## config.mk

```make
export PLATFORM = sky130hd
export DESIGN_NAME = approx_madd_pipe
export DESIGN_NICKNAME = d
export VERILOG_FILES = /design/src/rtl/approx_madd_pkg.sv /design/src/rtl/approx_madd_core.sv /design/src/rtl/approx_madd_pipe.sv
export SDC_FILE = /design/constraint.sdc
export NUM_CORES = 1
export LEC_CHECK = 0
export BUFFER_PORTS_ARGS = -buffer_cell sky130_fd_sc_hd__buf_4
export CORE_MARGIN = 2
export CORE_UTILIZATION = 62
export CTS_BUF_LIST = sky130_fd_sc_hd__clkbuf_4
export DETAILED_ROUTE_END_ITERATION = 8
export PLACE_DENSITY = 0.85
export SYNTH_ARGS = -nofsm -noshare
export SYNTH_HDL_FRONTEND = slang
export SYNTH_HIERARCHICAL = 1
export SYNTH_SLANG_ARGS = --single-unit
```

## constraint.sdc

```tcl
create_clock -name clk -period 41.4 [get_ports clk]
set_input_delay 8.28 -clock clk [delete_from_list [all_inputs] [get_ports clk]]
set_output_delay 8.28 -clock clk [all_outputs]
set_load 0.01 [all_outputs]
```

## src/rtl/approx_madd_pkg.sv

```systemverilog
// Shared types and helpers for the approximate multiply-add pipeline.
// Widths are passed in explicitly so the helpers serve any parameterisation.
package approx_madd_pkg;

   localparam int W_DEF     = 6;
   localparam int OUT_W_DEF = 2 * W_DEF;
   localparam int MASK_W    = 64;
   localparam int SAT_W     = MASK_W + 1;

   function automatic int tw_of(input int out_w);
      return $clog2(out_w + 1);
   endfunction

   localparam int TW_DEF = tw_of(OUT_W_DEF);

   // Ones in columns [out_w-1:t]; callers cast down to their result width.
   function automatic logic [MASK_W-1:0] col_mask(input int t, input int out_w);
      logic [MASK_W-1:0] m;
      for (int k = 0; k < MASK_W; k++) begin
         m[k] = (k >= t) && (k < out_w);
      end
      return m;
   endfunction

   function automatic logic [MASK_W-1:0] sat_add(input logic [MASK_W-1:0] x,
                                                 input logic [MASK_W-1:0] y,
                                                 input int                width);
      logic [SAT_W-1:0] s;
      logic [SAT_W-1:0] lim;
      s   = {1'b0, x} + {1'b0, y};
      lim = (SAT_W'(1) << width) - SAT_W'(1);
      return (s > lim) ? lim[MASK_W-1:0] : s[MASK_W-1:0];
   endfunction

   typedef struct packed {
      logic [W_DEF-1:0]  a;
      logic [W_DEF-1:0]  b;
      logic [W_DEF-1:0]  c;
      logic [TW_DEF-1:0] t;
   } beat_t;

endpackage

```

## src/rtl/approx_madd_core.sv

```systemverilog
// Masked partial-product summer: adds a[i]&b[j] at column i+j only when i+j >= t.
// Dropped columns contribute neither bits nor carries.
module approx_madd_core
   import approx_madd_pkg::*;
#(
   parameter int W     = W_DEF,
   parameter int OUT_W = 2 * W,
   parameter int TW    = tw_of(OUT_W)
) (
   input  logic [W-1:0]     a_i,
   input  logic [W-1:0]     b_i,
   input  logic [TW-1:0]    t_i,
   output logic [OUT_W-1:0] sum_o
);

   logic [OUT_W-1:0] acc;

   always_comb begin
      acc = '0;
      for (int i = 0; i < W; i++) begin
         for (int j = 0; j < W; j++) begin
            if (((i + j) >= int'(t_i)) && ((i + j) < OUT_W) && a_i[i] && b_i[j]) begin
               acc = acc + (OUT_W'(1) << (i + j));
            end
         end
      end
   end

   assign sum_o = acc;

endmodule

```

## src/rtl/approx_madd_pipe.sv

```systemverilog
// Two-stage valid/ready approximate multiply-add: res = a*b + c with runtime column truncation.
// Define APPROX_MADD_ERR_MON_EN to add the exact-result path and |exact-approx| error monitor.
module approx_madd_pipe
   import approx_madd_pkg::*;
#(
   parameter int W         = W_DEF,
   parameter int OUT_W     = 2 * W,
   parameter int TRUNC_MAX = OUT_W,
   parameter int TW        = tw_of(OUT_W)
) (
   input  logic               clk,
   input  logic               rst,
   input  logic               in_valid,
   output logic               in_ready,
   input  logic [W-1:0]       in_a,
   input  logic [W-1:0]       in_b,
   input  logic [W-1:0]       in_c,
   input  logic [TW-1:0]      in_trunc,
   output logic               out_valid,
   input  logic               out_ready,
   output logic [OUT_W-1:0]   out_res,
   input  logic               err_clr,
   output logic [2*OUT_W-1:0] err_sum,
   output logic [OUT_W-1:0]   err_max,
   output logic [15:0]        err_cnt
);

   localparam int            EW    = 2 * OUT_W;
   localparam logic [TW-1:0] T_LIM = TW'(TRUNC_MAX);

   // Same layout as beat_t, sized to this instance's parameters.
   typedef struct packed {
      logic [W-1:0]  a;
      logic [W-1:0]  b;
      logic [W-1:0]  c;
      logic [TW-1:0] t;
   } stage1_t;

   stage1_t          s1_q, s1_d;
   logic             s1_v_q, s1_v_d;
   logic             out_v_q, out_v_d;
   logic [OUT_W-1:0] res_q, res_d;
   logic             in_fire, s1_adv, retire;
   logic [OUT_W-1:0] pp_sum, c_masked;

   assign s1_adv   = s1_v_q & (~out_v_q | out_ready);
   assign in_ready = ~s1_v_q | s1_adv;
   assign in_fire  = in_valid & in_ready;
   assign retire   = out_v_q & out_ready;

   approx_madd_core #(.W(W), .OUT_W(OUT_W), .TW(TW)) u_core (
      .a_i   (s1_q.a),
      .b_i   (s1_q.b),
      .t_i   (s1_q.t),
      .sum_o (pp_sum)
   );

   assign c_masked = OUT_W'(s1_q.c) & OUT_W'(col_mask(int'(s1_q.t), OUT_W));

   always_comb begin
      s1_d    = s1_q;
      s1_v_d  = s1_v_q;
      out_v_d = out_v_q;
      res_d   = res_q;
      if (in_fire) begin
         s1_d.a = in_a;
         s1_d.b = in_b;
         s1_d.c = in_c;
         s1_d.t = (in_trunc > T_LIM) ? T_LIM : in_trunc;
         s1_v_d = 1'b1;
      end else if (s1_adv) begin
         s1_v_d = 1'b0;
      end
      if (s1_adv) begin
         out_v_d = 1'b1;
         res_d   = pp_sum + c_masked;
      end else if (retire) begin
         out_v_d = 1'b0;
      end
   end

   always_ff @(posedge clk or posedge rst) begin
      if (rst) begin
         s1_q    <= '0;
         s1_v_q  <= 1'b0;
         out_v_q <= 1'b0;
         res_q   <= '0;
      end else begin
         s1_q    <= s1_d;
         s1_v_q  <= s1_v_d;
         out_v_q <= out_v_d;
         res_q   <= res_d;
      end
   end

   assign out_valid = out_v_q;
   assign out_res   = res_q;

`ifdef APPROX_MADD_ERR_MON_EN
   logic [OUT_W-1:0] exact_pp;
   logic [OUT_W-1:0] exact_q, exact_d;
   logic [OUT_W-1:0] err_abs;
   logic [EW-1:0]    sum_q, sum_d;
   logic [OUT_W-1:0] max_q, max_d;
   logic [15:0]      cnt_q, cnt_d;

   approx_madd_core #(.W(W), .OUT_W(OUT_W), .TW(TW)) u_core_exact (
      .a_i   (s1_q.a),
      .b_i   (s1_q.b),
      .t_i   ('0),
      .sum_o (exact_pp)
   );

   // The exact result travels alongside res_q so both describe the same beat at retire.
   assign err_abs = (exact_q >= res_q) ? (exact_q - res_q) : (res_q - exact_q);

   always_comb begin
      exact_d = exact_q;
      sum_d   = sum_q;
      max_d   = max_q;
      cnt_d   = cnt_q;
      if (s1_adv) begin
         exact_d = exact_pp + OUT_W'(s1_q.c);
      end
      if (err_clr) begin
         sum_d = '0;
         max_d = '0;
         cnt_d = '0;
      end else if (retire) begin
         sum_d = EW'(sat_add(MASK_W'(sum_q), MASK_W'(err_abs), EW));
         max_d = (err_abs > max_q) ? err_abs : max_q;
         cnt_d = 16'(sat_add(MASK_W'(cnt_q), MASK_W'(1), 16));
      end
   end

   always_ff @(posedge clk or posedge rst) begin
      if (rst) begin
         exact_q <= '0;
         sum_q   <= '0;
         max_q   <= '0;
         cnt_q   <= '0;
      end else begin
         exact_q <= exact_d;
         sum_q   <= sum_d;
         max_q   <= max_d;
         cnt_q   <= cnt_d;
      end
   end

   assign err_sum = sum_q;
   assign err_max = max_q;
   assign err_cnt = cnt_q;
`else
   logic unused_err_clr;
   assign unused_err_clr = err_clr;
   assign err_sum        = '0;
   assign err_max        = '0;
   assign err_cnt        = '0;
`endif

endmodule
```

Word level (Yosys, flattened, before mapping)
Index checks and enable logic that the tools add are counted.
{"block": "totals", "inputBits": 27, "reg_bits": 36, "wordCells": 179, "output_inout_bits": 66}
{"block": "op_classes", "bitwise_logic": 8, "n_lt_le_gt_ge": 13, "n_addsub": 36, "n_reduce_logical": 74, "mux": 41}
{"op": "$mux 12", "count": 35}
{"op": "$add 12x6->12 const B", "count": 6}
{"op": "$logic_and 1x1->1", "count": 72}
{"op": "$add 12x5->12 const B", "count": 5}
{"op": "$add 12x7->12 const B", "count": 5}
{"op": "$add 12x4->12 const B", "count": 4}
{"op": "$add 12x8->12 const B", "count": 4}
{"op": "$add 12x3->12 const B", "count": 3}
{"op": "$add 12x9->12 const B", "count": 3}
{"op": "$add 12x10->12 const B", "count": 2}
{"op": "$add 12x2->12 const B", "count": 2}
{"op": "$ge 3x4->1 const A", "count": 4}
{"op": "$ge 4x4->1 const A", "count": 4}
{"op": "$add 12x11->12 const B", "count": 1}
{"op": "$add 12x12->12", "count": 1}
{"op": "$and 6x12->12", "count": 1}
{"op": "$ge 1x4->1 const A", "count": 2}
{"op": "$ge 2x4->1 const A", "count": 2}
{"op": "$mux 1", "count": 5}
{"op": "$gt 4x4->1 const B", "count": 1}
{"op": "$mux 4", "count": 1}
{"op": "$reduce_bool 2->1", "count": 2}
{"op": "$and 1x1->1", "count": 3}
{"op": "$not 1->1", "count": 2}
{"op": "$or 1x1->1", "count": 2}

Depth between registers and ports, before layout
Gate-level depths: netlist of the first run.
{"block": "depth", "depth_word": 75, "mapped_depth": 80, "mapped_depth_nobuf": 79}

Cells and area by module
Netlist of the first run, hierarchy kept.
{"module": "approx_madd_core", "area_each_um2": 5114.9, "cells_each": 758, "seq_area_each_um2": 0.0, "n_inst": 1}
{"module": "approx_madd_pipe", "area_each_um2": 2214.6, "cells_each": 219, "seq_area_each_um2": 900.9, "n_inst": 1}

Worst setup path before layout of the first run
Ideal clock, no wire load.
{"block": "synth_path", "path_kind": "in2out", "start": "in out_ready", "end": "out in_ready", "path_stages": 1, "arrival_ns": 8.494, "path_slack_ns": 24.626, "path_buffers": 0, "required_ns": 33.120, "cell_sequence": "nand3b_1"}
{"block": "synth_between", "elab_chain_len": 3}
{"item": "from (decl)", "line_no": "approx_madd_pipe.sv:20", "text": "input logic out_ready,"}
{"item": "$or 1x1->1", "line_no": "approx_madd_pipe.sv:46", "text": "assign s1_adv = s1_v_q & (~out_v_q | out_ready);"}
{"item": "$and 1x1->1", "line_no": "approx_madd_pipe.sv:46"}
{"item": "$or 1x1->1", "line_no": "approx_madd_pipe.sv:47", "text": "assign in_ready = ~s1_v_q | s1_adv;"}
{"item": "to (decl)", "line_no": "approx_madd_pipe.sv:14", "text": "output logic in_ready,"}
No other way between the ends.

Worst setup path after layout of the first run
{"block": "layout_path", "start": "reg s1_q[3] (netlist name)", "end": "reg res_q[11], in the netlist out_res[11]"}
{"block": "layout_between", "elab_chain_len": 75, "word_cells_on_any_way": 157, "cone_classes": "add/sub: 36; order compare: 12; mux: 36; bitwise: 1; reduce/logical: 72"}
{"item": "from (decl)", "line_no": "approx_madd_pipe.sv:39", "text": "stage1_t s1_q, s1_d;"}
{"item": "from (signal assigned)", "line_no": "approx_madd_pipe.sv:84", "text": "s1_q <= '0;"}
{"item": "from (signal assigned)", "line_no": "approx_madd_pipe.sv:89", "text": "s1_q <= s1_d;"}
{"item": "$ge 1x4->1", "line_no": "approx_madd_core.sv:22", "text": "if (((i + j) >= int'(t_i)) && ((i + j) < OUT_W) && a_i[i] && b_i[j]) begin"}
{"item": "$logic_and 1x1->1 (2 in a row)", "line_no": "approx_madd_core.sv:22"}
{"item": "$mux 1", "line_no": "approx_madd_core.sv:22"}
{"item": "$add 12x2->12", "line_no": "approx_madd_core.sv:23", "text": "acc = acc + (OUT_W'(1) << (i + j));"}
{"item": "$mux 12", "line_no": "approx_madd_core.sv:22"}
{"item": "$add 12x3->12", "line_no": "approx_madd_core.sv:23"}
{"item": "$mux 12", "line_no": "approx_madd_core.sv:22"}
{"item": "$add 12x4->12", "line_no": "approx_madd_core.sv:23"}
{"item": "[59 not listed]"}
{"item": "$add 12x9->12", "line_no": "approx_madd_core.sv:23"}
{"item": "$mux 12", "line_no": "approx_madd_core.sv:22"}
{"item": "$add 12x10->12", "line_no": "approx_madd_core.sv:23"}
{"item": "$mux 12", "line_no": "approx_madd_core.sv:22"}
{"item": "$add 12x11->12", "line_no": "approx_madd_core.sv:23"}
{"item": "$mux 12 *", "line_no": "approx_madd_core.sv:22"}
{"item": "via pp_sum[11]", "line_no": "approx_madd_pipe.sv:44", "text": "logic [OUT_W-1:0] pp_sum, c_masked;"}
{"item": "$add 12x12->12 *", "line_no": "approx_madd_pipe.sv:76", "text": "res_d = pp_sum + c_masked;"}
{"item": "to (signal assigned)", "line_no": "approx_madd_pipe.sv:92", "text": "res_q <= res_d;"}
{"item": "to (decl)", "line_no": "approx_madd_pipe.sv:42", "text": "logic [OUT_W-1:0] res_q, res_d;"}
Mark *: on every way through the listed nets, which the timed path passes. The rest lies on a longest branch.
A chain may end at the register's enable or synchronous reset.

==> results.md, run 1 <==
* Num ports at 93
* Area of the multi-input gates at 0.00594 mm2
* Min Tclk post-route at around 18 ns
* Main synth FF type: dfrtp_1
* Ratio of cells with drive above 1 in the final layout at between 10% and 20%
* Largest net degree at the start of global routing at 37
* CP Data Arrival Time at 18.02 ns
* Netlist cell types at roughly 100
* Crit-path leading delay family: XOR/XNOR gates
* Critical path's largest stage delay at between 0.6 and 0.7 ns
* Antenna-violating nets left at 0
* Root buffer cell: clkbuf_4
* Slew @ Worst Pin at 0.948 ns
* Highest Clock Rate at between 50 and 60 MHz
* CP Capture Type: flop
* Routed via count at between 7000 and 8000
* DRT iter0 DRCs at slightly below 500
* Num Clock Sinks at 36
* Pins Over Slew Limit at 0
* DRC at 0
* Fin crit share at between 40% and 50%
* ANT cells at 0
* Die X at between 100 and 150 um
* Initial antenna violation count at 0
* Synth top area share at between 10% and 20%
* Critical path class: reg -> reg
* Area contributors post-synth: dfrtp_1 12%, ha_1 6.0%, xnor2_1 6.0%
* Setup TNS at 0 ns
* Max cap viols at 0
* Row cnt at 39
* Post-cts resize count at 0
* DP Wirelength at 13300 um
* CTS tree: built
* GRT Overall Usage at a little over a quarter
* Worst min path class: reg -> reg
* Area grow syn2layout at 2.29%
* Reg clk slew, reported paths at 0.10 ns
* Die H at ~110 um
* Crit path max fanout at 22
* Sequential Power Share at a little under a fifth
* Storage element area at 901 um2
* Total CTS buffers at 5
* R2R cell count at 77
* Clock buffer depth at 2
* Worst Hold Launch: out_res[0]
* Max VDD drop at 0.0443 mV
* 1st-pass router iterations at 5
* First-pass GRT wire length at between 20000 and 30000 um
* CP Launch Point: s1_q[3]
* WP buf/inv at 5
* Final estimated routing congestion in global placement at just under 0.9
* Post-synth top area cell: dfrtp_1
* NetSw at 0.000145 W
* Pwr dens at approximately 37 mW/mm2
* H-tree depth at 2
* Fin Clk Skew at 0.00813 ns
* Synthesized flop and latch total at 36
* Initial core utilization at 63.9%
* Drt total wl at ~17000 um
* Routed len/inst at roughly 15 um
* Grt ovf at 0
* Reg-to-Reg Start: s1_q[3]
* Unrepaired setup endpoints after global routing: no
* DR vias/cell at between 6 and 7
* Final setup viols at 0
* Die area at around 0.013 mm2
* Synth Area per Inst at about 7.5 um2
* Design Area, Final at between 0.007 and 0.008 mm2
* EDFF count, synth at 0
* LEAKAGE at roughly 3.2 nW
* Hold_buf cts at 0
* Post-CTS setup buffers at 0
* Pint at between 0.0001 and 0.00015 W
* Filler Cell Count at 989
* Worst path depth at between 70 and 80
* Clock power share at about 6.8%
* Worst EP required at 41.67 ns
* Combinational fraction of design power at 74.2%
* Top post-synthesis cells by count: 106 x nand2_1, 62 x nor2_1, 52 x buf_4, 52 x nand3_1, 50 x xnor2_1
* Worst rel slew slack at a little over a third
* CP Launch Type: flop
* Hold path cells at 2
* Crit-path slowest cell: dfrtp_1
* Synth Instances at approximately 980
* Synth warn at 6
* Setup WS pre-CTS at roughly 24 ns
* PnR Total Power at roughly 0.00028 W
* I/O Buffers at 39
* Worst setup margin at between 20 and 25 ns
* Post-synth ARST share at between 90% and 100%
* Outcome: finished, final reports clean
* Switching share of power at about half
* Number of global-route vias before repair at approximately 6500
* Sequential fraction of the synthesis area at 12.3%
* Core area at about 0.011 mm2
* Clock Latency Late Sink at ~0.35 ns
* Layout Nets at between 1000 and 1500
* Placed Area at about 0.0074 mm2
* Post-Syn Area at 0.00733 mm2
* Most frequent CP cell: xnor2_1
* Hold Vio Cnt, Final at 0
* Most common cell in the synthesized netlist: nand2_1
final cells by class:
cell class	instances	area share, %
Multi-Input combinational cell	866	79.2
Sequential cell	36	12.0
Timing Repair Buffer	40	4.01
Tap cell	143	2.39
Inverter	33	1.65
Clock buffer	6	0.601
Clock inverter	2	0.150
flip-flops by register name, indices dropped and copies added, names as in the netlist:
register,flops
s1_q,22
out_res,12
out_valid,1
s1_v_q,1
worst paths after layout:
path / endpoint / slack, ns
min in group asynchronous: s1_q[16] / 8.02
max in group asynchronous: out_res[5] / 33.07
setup reg to reg: out_res[11] / 23.65
hold / removal: out_res[0] / 0.49
hold reg to reg: out_res[0] / 0.49
setup / recovery: out_res[11] / 23.65
worst reg2reg max path: cells and delay by family, from the launching register on:
family	cells	cell delay, ns
AOI/OAI and AO/OA	7	0.97
xor gates and xnor gates	24	6.49
adders and majority gates	13	3.21
buffers and inverters	5	0.44
DFF	1	0.63
muxes	3	0.91
and+or+nand+nor	25	5.03
placed cells by master (no fill, tap or decap), types with 5 or more instances in the layout:
master     Yosys  final
nand2_1      106    106
nor2_1        62     62
nand3_1       52     52
conb_1         1     52
xnor2_1       50     50
o21ai_0       48     48
a21oi_1       45     45
buf_4         52     40
dfrtp_1       36     36
ha_1          35     35
inv_1         31     31
and3_1        30     30
xor2_1        29     29
mux2_2        25     25
and2_1        22     22
nor3_1        19     19
nand4_1       16     16
a31oi_1       15     15
o211ai_1      15     15
mux2i_1       15     15
nand2b_1      13     13
a211oi_1      13     13
nor4_1        12     12
nor2b_1       11     11
or3_1         11     11
o31ai_1        9      9
nand3b_1       8      8
o2111ai_1      8      8
a21o_1         6      6
and4_1         6      6
a211o_1        6      6
clkbuf_4       0      6
xnor3_1        6      6
a21boi_0       5      5
nand4b_1       5      5
o22ai_1        5      5
routing by layer:
| metal | global-route usage [%] | wire length, um | part of all wire, % | up-vias |
|---|---|---|---|---|
| met5 | 0 | 0 | 0 | - |
| met4 | 6.75 | 292 | 1.7 | 0 |
| met3 | 1.77 | 863 | 5.1 | 27 |
| met2 | 46.2 | 7950 | 47 | 227 |
| met1 | 35.7 | 7720 | 46 | 3256 |
| li1 | - | - | - | 3506 |
power groups by stage:
stage	logic [W]	registers, W	clock network (W)
after floorplan	0.000168	0.0000512	0
after global placement	0.000197	0.0000537	0
after detailed placement	0.000204	0.0000538	0
after CTS	0.000206	0.0000532	0.0000194
after global routing	0.000234	0.0000547	0.0000206
final	0.000208	0.0000535	0.0000190
through the flow:
| step | cells | hold WS, ns | utilization [%] |
|---|---|---|---|
| 6_report | 1126 | 0.495 | 65.4 |
| 5_1_grt | 1126 | 0.514 | 65.4 |
| 4_1_cts | 1126 | 0.498 | 65.4 |
| 3_5_place_dp | 1118 | 0.468 | 64.9 |
| 3_3_place_gp | 1118 | 0.468 | 64.9 |
| 2_1_floorplan | 1028 | 0.471 | - |
logic make-up after synthesis:
logic type | after synthesis | synth area share, %
AND/OR/NAND/NOR | 409 | 29.8
buffers and inverters | 126 | 9.32
XOR/XNOR | 92 | 13.3
AO/OA/AOI/OAI | 234 | 22.5
flip-flops | 36 | 12.3
adder cells (fa/ha/maj) | 37 | 6.38
multiplexers | 42 | 6.40
other | 1 | 0.0512
Note: power is estimated with default switching activity, not from simulation.
==> run 2: changes to the inputs <==
ABC_AREA = 1   (was default)
CORE_UTILIZATION = 56   (was 62)
PLACE_DENSITY = 0.81   (was 0.85)
clock period = 16 ns   (was 41.4 ns; I/O delays follow)
==> results.md, run 2 <==
* Largest net degree at the start of global routing at 37 (unchanged)
* Antenna-violating nets left at 0 (unchanged)
* Fin cells at 1486 (+32%)
* Synthesized flop and latch total at 36 (unchanged)
* DRT iter0 DRCs at 282 (-42%)
* Hold Vio Cnt, Final at 0 (unchanged)
* Max cap viols at 0 (unchanged)
* Number of global-route vias before repair at 6413 (-1.9%)
* Netlist cell types at 42 (-58%)
* Core area at 0.0125 mm2 (+9.2%)
* Area grow syn2layout at 4.54%
* Die X at 117 um (+3.7%)
* Critical path class: reg -> reg
* Post-CTS setup buffers at 0 (unchanged)
* LEAKAGE at 4.43 nW (+38%)
* Row cnt at 41 (+5.1%)
* CP Launch Type: flop
* CP Data Arrival Time at 13.21 ns (-4.81 ns)
* Most common cell after layout, fill and taps aside: nand2_1
* Total CTS buffers at 5 (unchanged)
* Worst min path class: reg -> reg
* Synth Instances at 1272 (+30%)
* Initial antenna violation count at 0 (unchanged)
* DR vias/cell at 4.84 (-22%)
* Die H at 117 um (+3.7%)
* Most common cell in the synthesized netlist: nand2_1
* Synth Area per Inst at 5.61 um2 (-25%)
* Setup TNS at 0 ns (unchanged)
* CP Launch Point: s1_q[1]
* Main synth FF type: dfrtp_1
* Most frequent CP cell: nand2_1
* Worst EP required at 16.25 ns (-25.42 ns)
* Sequential fraction of the synthesis area at 12.6% (+0.34 points)
* Drt total wl at 14400 um (-14%)
* Crit path max fanout at 12 (-45%)
* I/O Buffers at 39 (unchanged)
* Post-Syn Area at 0.00713 mm2 (-2.7%)
* DP Wirelength at 12400 um (-6.6%)
* Worst Hold Launch: out_res[10]
* Worst rel slew slack at 50.1% (+13 points)
* Worst setup margin at 3.04 ns (-20.62 ns)
* Most frequent cells in the layout: 428 x nand2_1, 200 x inv_1, 129 x nand3_1
* DRC at 0 (unchanged)
* Highest Clock Rate at 77.1 MHz (+37%)
* Clock buffer depth at 2 (unchanged)
* Final estimated routing congestion in global placement at 0.947 (+6.7%)
* Max VDD drop at 0.0885 mV (+100%)
* Outcome: finished, final reports clean
* First-pass GRT wire length at 26500 um (-9.7%)
* Ratio of cells with drive above 1 in the final layout at 15.6% (+3.7 points)
* Area contributors post-synth: nand2_1 23%, dfrtp_1 13%, inv_1 11%
* Pwr dens at 62.9 mW/mm2 (+68%)
* Post-synth top area cell: nand2_1
* H-tree depth at 2 (unchanged)
* Die area at 0.0137 mm2 (+7.5%)
* Root buffer cell: clkbuf_4
* Routed via count at 7188 (+2.5%)
* Synth warn at 6 (unchanged)
* Dpl cells at 1478 (+32%)
* Pins Over Slew Limit at 0 (unchanged)
* Synth top area share at 22.5% (+10 points)
* Slew @ Worst Pin at 0.743 ns (-0.205 ns)
* Unrepaired setup endpoints after global routing: no
* Min Tclk post-route at 12.96 ns (-4.78 ns)
* Final Util at 59.6% (-5.8 points)
* Initial core utilization at 57.0% (-6.9 points)
* Num ports at 93 (unchanged)
* Routed len/inst at 9.69 um (-35%)
* Most flops, register: s1_q
* Max reg flops at 22 (unchanged)
* Top post-synthesis cells by count: 428 x nand2_1, 200 x inv_1, 129 x nand3_1, 107 x nor2_1, 62 x nand2_2
* Post-synth ARST share at 100% (unchanged)
* Fin crit share at 81.0% (+38 points)
* Hold_buf cts at 0 (unchanged)
* 1st-pass router iterations at 5 (unchanged)
* GRT Overall Usage at 22.7% (-3.8 points)
* Setup WS pre-CTS at 3.07 ns (-20.80 ns)
* Layout Nets at 1376 (+32%)
* Reg clk slew, reported paths at 0.12 ns (+0.02 ns)
* ANT cells at 0 (unchanged)
* Final setup viols at 0 (unchanged)
* Post-cts resize count at 0 (unchanged)
* Fin Clk Skew at 0.0193 ns (+0.0112 ns)
* CP Capture Type: flop
* Clock Latency Late Sink at 0.34 ns (about the same)
* Grt ovf at 0 (unchanged)
* Reg-to-Reg Start: s1_q[1]
* Num Clock Sinks at 36 (unchanged)
* EDFF count, synth at 0 (unchanged)
* Critical path's largest stage delay at 0.62 ns (about the same)
* Crit-path slowest cell: dfrtp_1
* CTS tree: built
[run 2: changes by cell type after synthesis, sizes merged, moves of 26 or more]
cell | previous run | this run
inv | 33 | 216
nand3 | 52 | 163
and3 | 32 | 0
nand2 | 106 | 496
clkbuf | 31 | 0
mux2 | 26 | 0
a21oi | 46 | 13
xnor2 | 53 | 3
nor2 | 66 | 129
[run 2: cell families (layout without fill, tap and decap cells)]
logic type,count (synthesis),count (layout),share of synthesized area [%]
AND/OR/NAND/NOR,858,858,57.4
other,1,52,0.0526
buffers and inverters,273,264,17.5
AO/OA/AOI/OAI,55,55,4.35
XOR/XNOR,13,13,1.70
flip-flops,36,36,12.6
adder cells (fa/ha/maj),36,36,6.42
[run 2: area by class of cell]
class                   count  area, um2
inverters                 216        813
fillers                  1255       5060
clock inverters             3       13.8
well taps                 172        215
flip-flops and latches     36        901
clock buffers               5       37.5
repair buffers             40        300
multi-input cells        1014       5180
[run 2: critical path: cells and delay by family, from the launching register on]
kind                     cells  cell delay (ns)
AND/OR/NAND/NOR             67             8.07
adder cells (fa/ha/maj)     13             3.22
buffers and inverters       15             0.87
flip-flops                   1             0.62
AO/OA/AOI/OAI                1             0.09
[run 2: path summary, 6_finish.rpt]
check	cells after the start	slack, ns	endpoint
max in group asynchronous	3	12.71	s1_q[15]
min in group asynchronous	3	2.96	out_res[1]
worst max-delay path	96	3.04	out_res[11]
worst min register to register	2	0.49	out_res[10]
worst max register to register	96	3.04	out_res[11]
worst min-delay path	2	0.49	out_res[10]
[run 2: power by group]
part / internal, W / switching (W) / total, W
Combinational: 0.000101 / 0.000193 / 0.000294
Clock: 0.0000161 / 0.0000301 / 0.0000462
Sequential: 0.000111 / 0.0000174 / 0.000129
Total: 0.000229 / 0.000241 / 0.000469
[run 2: metal layers]
layer	track usage [%]	part of all wire, %	up-vias
met3	1.29	3.6	18
met4	5.02	1.8	0
met1	31.9	51	3076
li1	-	-	3954
met2	38.5	43	140
met5	0	0	-
[run 2: through the flow]
step | hold WS (ns) | cell area [um2] | total power [W]
finish | 0.492 | 7460 | 0.000469
global route | 0.512 | 7460 | 0.000525
CTS | 0.493 | 7460 | 0.000471
detailed placement | 0.468 | 7410 | 0.000423
global placement | 0.464 | 7410 | 0.000413
floorplan | 0.449 | 7330 | 0.000361
